`src/rtl/fetch_unit.sv`:
```
// Instruction-fetch front end: owns the architectural PC, issues single-word
// reads, holds each fetched instruction until retire, and handles redirect/halt/fault.
module fetch_unit #(
  parameter int                Width       = 32,
  parameter logic [Width-1:0]  ResetVector = 32'h0000_0000
) (
  input  logic             clk,
  input  logic             rst,
  output logic             mem_req,
  output logic [Width-1:0] mem_addr,
  input  logic             mem_ack,
  input  logic [Width-1:0] mem_rdata,
  output logic [Width-1:0] inst,
  output logic [Width-1:0] inst_pc,
  output logic             inst_valid,
  input  logic             retire,
  input  logic [Width-1:0] next_pc,
  input  logic             ialign,
  output logic             fault_ialign,
  output logic [Width-1:0] fault_addr,
  input  logic             redirect,
  input  logic [Width-1:0] redirect_pc,
  input  logic             halt_req,
  output logic             halted
);

  typedef enum logic [2:0] {
    S_FETCH  = 3'd0,
    S_HOLD   = 3'd1,
    S_BUBBLE = 3'd2,
    S_HALTED = 3'd3,
    S_FAULT  = 3'd4
  } state_e;

  state_e           state_q, state_d;
  logic [Width-1:0] pc_q, pc_d;
  logic [Width-1:0] inst_q, inst_d;
  logic [Width-1:0] inst_pc_q, inst_pc_d;
  logic             fault_ialign_q, fault_ialign_d;
  logic [Width-1:0] fault_addr_q, fault_addr_d;
  logic             mem_req_q, mem_req_d;
  logic             inst_valid_q, inst_valid_d;
  logic             halted_q, halted_d;

  function automatic logic [Width-1:0] clear_bit0(input logic [Width-1:0] a);
    return a & ~{{(Width-1){1'b0}}, 1'b1};
  endfunction

  // Next-state and datapath selection
  always_comb begin
    state_d        = state_q;
    pc_d           = pc_q;
    inst_d         = inst_q;
    inst_pc_d      = inst_pc_q;
    fault_ialign_d = fault_ialign_q;
    fault_addr_d   = fault_addr_q;

    if (redirect) begin
      pc_d           = clear_bit0(redirect_pc);
      fault_ialign_d = 1'b0;
      // A pending request must see a stable address, so FETCH drains through BUBBLE.
      state_d        = (state_q == S_FETCH) ? S_BUBBLE : S_FETCH;
    end else begin
      unique case (state_q)
        S_FETCH: begin
          if (mem_req_q && mem_ack) begin
            inst_d    = mem_rdata;
            inst_pc_d = pc_q;
            state_d   = S_HOLD;
          end
        end
        S_HOLD: begin
          if (retire) begin
            if (ialign) begin
              fault_ialign_d = 1'b1;
              fault_addr_d   = next_pc;
              state_d        = S_FAULT;
            end else begin
              pc_d    = next_pc;
              state_d = halt_req ? S_HALTED : S_FETCH;
            end
          end
        end
        S_BUBBLE: state_d = S_FETCH;
        S_HALTED: begin
          if (!halt_req) state_d = S_FETCH;
        end
        S_FAULT:  state_d = S_FAULT;
        default:  state_d = S_FETCH;
      endcase
    end

    // Outputs are registered from the next state so they start clean out of reset.
    mem_req_d    = (state_d == S_FETCH);
    inst_valid_d = (state_d == S_HOLD);
    halted_d     = (state_d == S_HALTED);
  end

  always_ff @(posedge clk) begin
    if (rst) begin
      state_q        <= S_FETCH;
      pc_q           <= ResetVector;
      inst_q         <= '0;
      inst_pc_q      <= '0;
      fault_ialign_q <= 1'b0;
      fault_addr_q   <= '0;
      mem_req_q      <= 1'b0;
      inst_valid_q   <= 1'b0;
      halted_q       <= 1'b0;
    end else begin
      state_q        <= state_d;
      pc_q           <= pc_d;
      inst_q         <= inst_d;
      inst_pc_q      <= inst_pc_d;
      fault_ialign_q <= fault_ialign_d;
      fault_addr_q   <= fault_addr_d;
      mem_req_q      <= mem_req_d;
      inst_valid_q   <= inst_valid_d;
      halted_q       <= halted_d;
    end
  end

  assign mem_req      = mem_req_q;
  assign mem_addr     = pc_q;
  assign inst         = inst_q;
  assign inst_pc      = inst_pc_q;
  assign inst_valid   = inst_valid_q;
  assign fault_ialign = fault_ialign_q;
  assign fault_addr   = fault_addr_q;
  assign halted       = halted_q;

endmodule

```
`config.mk`:
```
export PLATFORM = sky130hd
export DESIGN_NAME = fetch_unit
export DESIGN_NICKNAME = d
export VERILOG_FILES = /design/src/rtl/fetch_unit.sv
export SDC_FILE = /design/constraint.sdc
export NUM_CORES = 1
export LEC_CHECK = 0
export CORE_UTILIZATION = 41
export DETAILED_ROUTE_END_ITERATION = 7
export PLACE_DENSITY = 0.83
export RECOVER_POWER = 100
export SLEW_MARGIN = 15
export SYNTH_ARGS = -nofsm -noshare
export SYNTH_HDL_FRONTEND = slang
export SYNTH_SLANG_ARGS = --single-unit
```
`constraint.sdc`:
```
create_clock -name clk -period 1.6 [get_ports clk]
set_input_delay 0.24 -clock clk [delete_from_list [all_inputs] [get_ports clk]]
set_output_delay 0.24 -clock clk [all_outputs]
set_load 0.03 [all_outputs]
```
# Word-level counts from Yosys, hierarchy flattened
# Cells that the tools add are included.
classes:
  mux: 12
  bitwise: 2
  n_reduce_logical: 11
  n_eq_ne: 6
ops:
  columns: ["cell", "n"]
  rows:
  - ["$mux W32", 4]
  - ["$mux W3", 5]
  - ["$pmux W3 S4", 1]
  - ["$reduce_and A3 Y1", 4]
  - ["$eq A3 B1 Y1 const B", 2]
  - ["$eq A3 B2 Y1 const B", 2]
  - ["$logic_not A3 Y1", 2]
  - ["$mux W2", 2]
  - ["$reduce_and A4 Y1", 1]
  - ["$reduce_bool A2 Y1", 2]
  - ["$eq A3 B3 Y1 const B", 1]
  - ["$ne A2 B1 Y1 const B", 1]
  - ["$not A1 Y1", 2]
  - ["$reduce_or A2 Y1", 1]
  - ["$logic_and A1 B1 Y1", 1]
totals:
  wordCells: 41
  output_inout_bits: 132
  input_bits: 103
  reg_bits: 135

# Depth between registers and ports, before layout
# Gate-level depths: netlist of run 1.
depth:
  depth_word: 6
  depth_mapped: 7
  depth_no_buf: 4

# Worst setup path after synthesis of run 1
# OpenSTA, ideal clock, no wires.
synth_timing:
  path_kind: "reg2reg"
  startpoint: "register state_q[2]"
  endpoint: "register pc_q[28], in the netlist mem_addr[28]"
  period_less_slack_ns: 1.465
  setup_time_ns: 0.148
  slack_ns: 0.135
  stages_incl_launch_ff: 7
  n_path_buf: 2
  t_arrival_ns: 1.318
  required_time_ns: 1.452
  path_cell_list: "dfxtp_1 > nand3b_2 > or3_1 > buf_2 > buf_6 > nand2_1 > a311oi_2"
synth_between:
  elab_chain_len: 3
synth_rtl:
  columns: ["element", "line_no", "rtl"]
  rows:
  - ["from (decl)", "35", "state_e state_q, state_d;"]
  - ["from (signal assigned)", "111", "state_q <= state_d;"]
  - ["$eq A3 B1 Y1", "64", "unique case (state_q)"]
  - ["$reduce_bool A2 Y1 (no source line)", null, null]
  - ["$reduce_and A3 Y1 (no source line)", null, null]
  - ["to (signal assigned)", "102", "pc_q <= ResetVector;"]
  - ["to (signal assigned)", "112", "pc_q <= pc_d;"]
  - ["to (decl)", "36", "logic [Width-1:0] pc_q, pc_d;"]
# Every way passes these cells.
# A chain may end at the register's enable or synchronous reset.

# Worst setup path in the final report of run 1
layout_timing:
  startpoint: "register state_q[2]"
  endpoint: "register pc_q[29], in the netlist mem_addr[29]"
# The elaborated chain is that of the path after synthesis.

==> results of run 1 <==
## state kept, by name, summed over array words and instances, names as in the netlist
| register | cells |
|---|---|
| state_q | 3 |
| inst_valid | 1 |
| fault_ialign | 1 |
| inst_pc | 32 |
| halted | 1 |
| mem_addr | 32 |
| fault_addr | 32 |
| mem_req | 1 |
| inst | 32 |
## path summary, 6_finish.rpt
check | startpoint | to | slack, ps
setup / recovery | state_q[2] | mem_addr[29] | 100
hold reg to reg | fault_addr[5] | fault_addr[5] | 450
setup reg to reg | state_q[2] | mem_addr[29] | 100
hold / removal | rst | state_q[1] | 200
## critical path, stage by stage, from the launching register on
cell and delay (ps):
dfxtp_1 320, nand3b_2 240, or3_1 380, buf_4 220
nand2_1 100, a311oi_2 100
## cell usage after synthesis
| library cell | number | area share [%] |
|---|---|---|
| a2111oi_0 | 1 | 0.17 |
| nand2_1 | 257 | 19 |
| buf_2 | 13 | 1.3 |
| dfxtp_1 | 135 | 53 |
| nand3b_2 | 1 | 0.22 |
| nor3b_1 | 1 | 0.15 |
| nor3_2 | 1 | 0.20 |
| a311oi_1 | 28 | 4.8 |
| nor3_4 | 1 | 0.32 |
| buf_6 | 9 | 2.0 |
| a21oi_1 | 98 | 9.7 |
| a31oi_1 | 2 | 0.25 |
| a311oi_2 | 3 | 0.89 |
| clkbuf_1 | 21 | 1.6 |
| or3_1 | 2 | 0.25 |
| inv_2 | 1 | 0.074 |
| nand4b_1 | 1 | 0.17 |
| nor3_1 | 4 | 0.39 |
| and4_1 | 1 | 0.17 |
| nor2_1 | 38 | 2.8 |
| nand4_1 | 1 | 0.12 |
| a21o_1 | 1 | 0.15 |
| buf_4 | 7 | 1.0 |
| o2bb2ai_1 | 1 | 0.17 |
| o2111ai_1 | 1 | 0.17 |
| inv_1 | 1 | 0.074 |
| o211ai_1 | 1 | 0.15 |
| nand2b_1 | 1 | 0.12 |
| nor2b_1 | 1 | 0.12 |
| mux2i_1 | 1 | 0.20 |
## metal layers
| metal | track usage [%] | share of wire [%] | wire length (um) |
|---|---|---|---|
| met4 | 9.04 | 2.2 | 345 |
| met3 | 6.37 | 7.0 | 1090 |
| met1 | 28.6 | 43 | 6640 |
| met5 | 0 | 0 | 0 |
| met2 | 40.2 | 48 | 7450 |
## cells by family after synthesis
| kind of cell | after synthesis | synth area share (%) |
|---|---|---|
| buf+inv | 52 | 6.02 |
| compound gates | 136 | 16.4 |
| mux | 1 | 0.197 |
| simple gates | 310 | 24.1 |
| flops | 135 | 53.3 |
## final cells by class
cell class                      count  area (um2)  area share [%]
Inverter                            2        7.51          0.0928
Timing Repair Buffer              260        2470            30.5
Clock inverter                     11         174            2.15
Tap cell                          168         210            2.60
Clock buffer                       19         453            5.60
Multi-Input combinational cell    447        2070            25.6
Sequential cell                   135        2710            33.4
## through the flow
step	hold WS (ps)	worst slack (ps)
final	199	103
after global routing	215	30.8
after CTS	190	74.2
after detailed placement	446	-219
after global placement	440	-191
after floorplan	376	135
## power by group
part | internal (mW) | switching (mW)
combinational | 0.418 | 0.475
sequential | 3.46 | 0.0596
clock | 2.68 | 1.46
total | 6.55 | 2.00
## repair_timing
| item | in CTS | in global routing |
|---|---|---|
| cloned | 0 | 1 |
| setup endpoints to repair | 131 | 4 |
| gates resized for setup | 131 | 6 |
==> out/qor.txt, run 1 <==
design area: 0.00809 mm2
Pleak: 3.42 nW
Pins Over Slew Limit: 0
initial antenna violation count: 0
setup bufs post-CTS: 0
vias per cell: 4.95
critical-path maximum fanout: 14
First-pass DRT Iterations: 4
Setup crit start kind: flop
Area after DPL: 0.00762 mm2
Max IR drop VDD: 0.572 mV
fin nets: 966
CTS tree: yes
first-pass GRT wire length: 23800 um
Synth Register Bits: 135
commonest non-fill, non-tap cells in the layout: nand2_1 (257), dfxtp_1 (133), dlygate4sd2_1 (131)
final core occ: 67.1%
CTS clock-pin slew for the worst setup and hold paths: 60 ps
grt total ovfl: 0
Layout area overhead: 59.4%
Final Hold Violating Endpoints: 0
CP arrival: 1770 ps
clk sinks: 135
Cell Area, Synth: 0.00507 mm2
Total Power: 8.55 mW
via count: 5157
outcome: finished clean
commonest non-fill, non-tap cell in the layout: nand2_1
register area share after synthesis: 53.3%
measured slew at the worst slew-check pin: 483 ps
Min Clock Period, post-route: 1500 ps
Core ar.: 0.0121 mm2
Worst Clk Skew: 7.03 ps
hold path depth: 4
vias in the first global route: 4776
Post-CTS Hold Fix Bufs: 0
fraction of layout cells with a size suffix above 1: 7.55%
Final ANT Viol Nets: 0
Avg Inst Size Synth: 8.00 um2
die area: 0.0128 mm2
final WL: 15500 um
clock buffer depth: 2
FP Rows: 40
number of max-cap violations: 0
WS Path Type: reg -> reg
synthesized net count: 737
clk root buf: clkbuf_16
Die H: 113 um
Skew-Pair Late Insertion Delay: 400 ps
final setup fails: 0
fmax: 0.668 GHz
CTS buffer count: 17
gr usage total: 23.7%
dpl hpwl: 10500 um
Worst Reg-to-Reg Cells: 5
Initial Util: 42.1%
Layout fillers: 1070
IO buf count: 233
starting DRC count in detailed routing: 416
Worst Path Required: 1870 ps
relative slew slack: 67.9%
Cell Pwr Density: 1060 mW/mm2
Setup TNS: 0 ps
Netlist cell types: 30
diode count: 0
period utilization: 93.6%
Layout Cells excl Fill: 1042
pin count of the biggest net entering global routing: 68
# IOs: 235
HP Class: in -> reg
RSZ-0062 raised after global routing: false
wire per inst: 14.9 um
Synth Instances: 634
DR DRC count: 0
Worst Setup End Kind: flop
DIE WIDTH: 113 um
GPL Wtd Cong: 0.816
CTS H-tree depth: 4
synth warn: 0
Placed Cells: 1011
No activity file was read; power rests on OpenSTA's default activity.
==> run 2, diff against run 1 <==
--- a/config.mk
+++ b/config.mk
@@ -5,6 +5,7 @@
 export SDC_FILE = /design/constraint.sdc
 export NUM_CORES = 1
 export LEC_CHECK = 0
+export CORE_MARGIN = 2
 export CORE_UTILIZATION = 41
 export DETAILED_ROUTE_END_ITERATION = 7
 export PLACE_DENSITY = 0.83
==> run 2 against run 1 <==
- die area rose by 3.6%
- setup slack improved by 21 ps
- non-clock buffer count fell by 2
- critical path type unchanged
- largest cell class unchanged
==> out/qor.txt, run 2 (synthesized netlist as in run 1, its figures left out) <==
diode count: 0
Layout area overhead: 57.6%
Pleak: 3.40 nW
HP Class: in -> reg
dpl hpwl: 10800 um
Initial Util: 42.1%
met2 Track Usage GR: 38.3%
crit path cell chain: nor2_1, and4_1, buf_12, nand2_1, a21oi_1
pin count of the biggest net entering global routing: 66
number of max-cap violations: 0
FP Rows: 40
Final Hold Violating Endpoints: 0
clock buffer depth: 2
critical-path maximum fanout: 54
most used routing layer: met2
measured slew at the worst slew-check pin: 395 ps
DIE WIDTH: 115 um
die area: 0.0133 mm2
WS Path Type: reg -> reg
via count: 5119
critical path's largest stage delay: 360 ps
CP delay by family, top: simple AND/OR/NAND/NOR gates
commonest non-fill, non-tap cell in the layout: nand2_1
CTS buffer count: 17
Worst path depth: 5
Die H: 115 um
RSZ-0062 raised after global routing: false
smallest hold slack: 97.1 ps
outcome: finished clean
Worst Reg-to-Reg Cells: 5
clk root buf: clkbuf_16
Area after DPL: 0.00760 mm2
CP bufs+invs: 1
fmax: 0.677 GHz
CP arrival: 1820 ps
final core occ: 66.3%
vias per cell: 4.92
Core ar.: 0.0121 mm2
period utilization: 92.3%
# IOs: 235
Cell Pwr Density: 1020 mW/mm2
CTS H-tree depth: 4
First-pass DRT Iterations: 4
hold path depth: 2
final setup fails: 0
design area: 0.00800 mm2
GPL Wtd Cong: 0.828
Pins Over Slew Limit: 0
pre-CTS setup slack: -242 ps
fraction of layout cells with a size suffix above 1: 6.99%
fin worst setup slack: 124 ps
M1 GR Usage: 27.5%
first-pass GRT wire length: 24000 um
met3 usage: 7.22%
Layout Cells excl Fill: 1041
DR DRC count: 0
Worst Path Required: 1940 ps
Min Clock Period, post-route: 1480 ps
CTS clock-pin slew for the worst setup and hold paths: 60 ps
Worst Clk Skew: 7.37 ps
vias in the first global route: 4782
Worst Setup End Kind: flop
gr usage total: 23.3%
Skew-Pair Late Insertion Delay: 420 ps
commonest non-fill, non-tap cells in the layout: nand2_1 (257), dfxtp_1 (135), dlygate4sd2_1 (132)
wire per inst: 15.0 um
Final ANT Viol Nets: 0
IO buf count: 233
Setup crit start kind: flop
clk sinks: 135
Max IR drop VDD: 0.503 mV
slowest CP cell: dfxtp_1
final WL: 15600 um
fin nets: 964
relative slew slack: 73.8%
grt total ovfl: 0
CTS tree: yes
starting DRC count in detailed routing: 387
initial antenna violation count: 0
Placed Cells: 1010
-- run 2: worst register-to-register path, cell delays in order, from the launching register on --
cell and delay (ps):
dfxtp_1 360, nor2_1 190, and4_1 320, buf_12 270
nand2_1 130, a21oi_1 140
-- run 2: path summary, 6_finish.rpt --
| check | from | to | slack [ps] |
|---|---|---|---|
| worst max-delay path | state_q[1] | inst_pc[21] | 120 |
| worst min-delay path | rst | inst_pc[1] | 100 |
| worst max register to register | state_q[1] | inst_pc[21] | 120 |
| worst min register to register | inst_pc[4] | inst_pc[4] | 450 |
-- run 2: final cells by class --
class / count / area (um2)
tap: 168 / 210
timing repair buffer: 258 / 2440
sequential: 135 / 2700
multi-input combinational: 447 / 2060
fill: 1039 / 4060
inverter: 2 / 7.51
clock buffer: 23 / 508
clock inverter: 8 / 70.1
-- run 2: where the power goes --
part	internal [mW]	switching, mW
clock network	2.36	1.39
logic	0.412	0.471
registers	3.46	0.0603
total	6.23	1.93
-- run 2: routing by layer --
metal | vias up | share of wire (%)
met5 | - | 0
li1 | 2556 | -
met4 | 0 | 3.4
met3 | 40 | 8.0
met1 | 2317 | 41
met2 | 206 | 48
-- run 2: repair_timing --
item	in CTS	in global routing
setup buffers	0	0
setup endpoints to repair	132	11
resized for setup	132	2
hold buffers	0	0
cloned	0	0
-- run 2: stage by stage --
stage	setup TNS, ps	power [mW]
4_1_cts	0	8.24
6_report	0	8.15
2_1_floorplan	0	4.00
3_5_place_dp	-20670	4.54
5_1_grt	0	8.46
3_3_place_gp	-17940	4.53
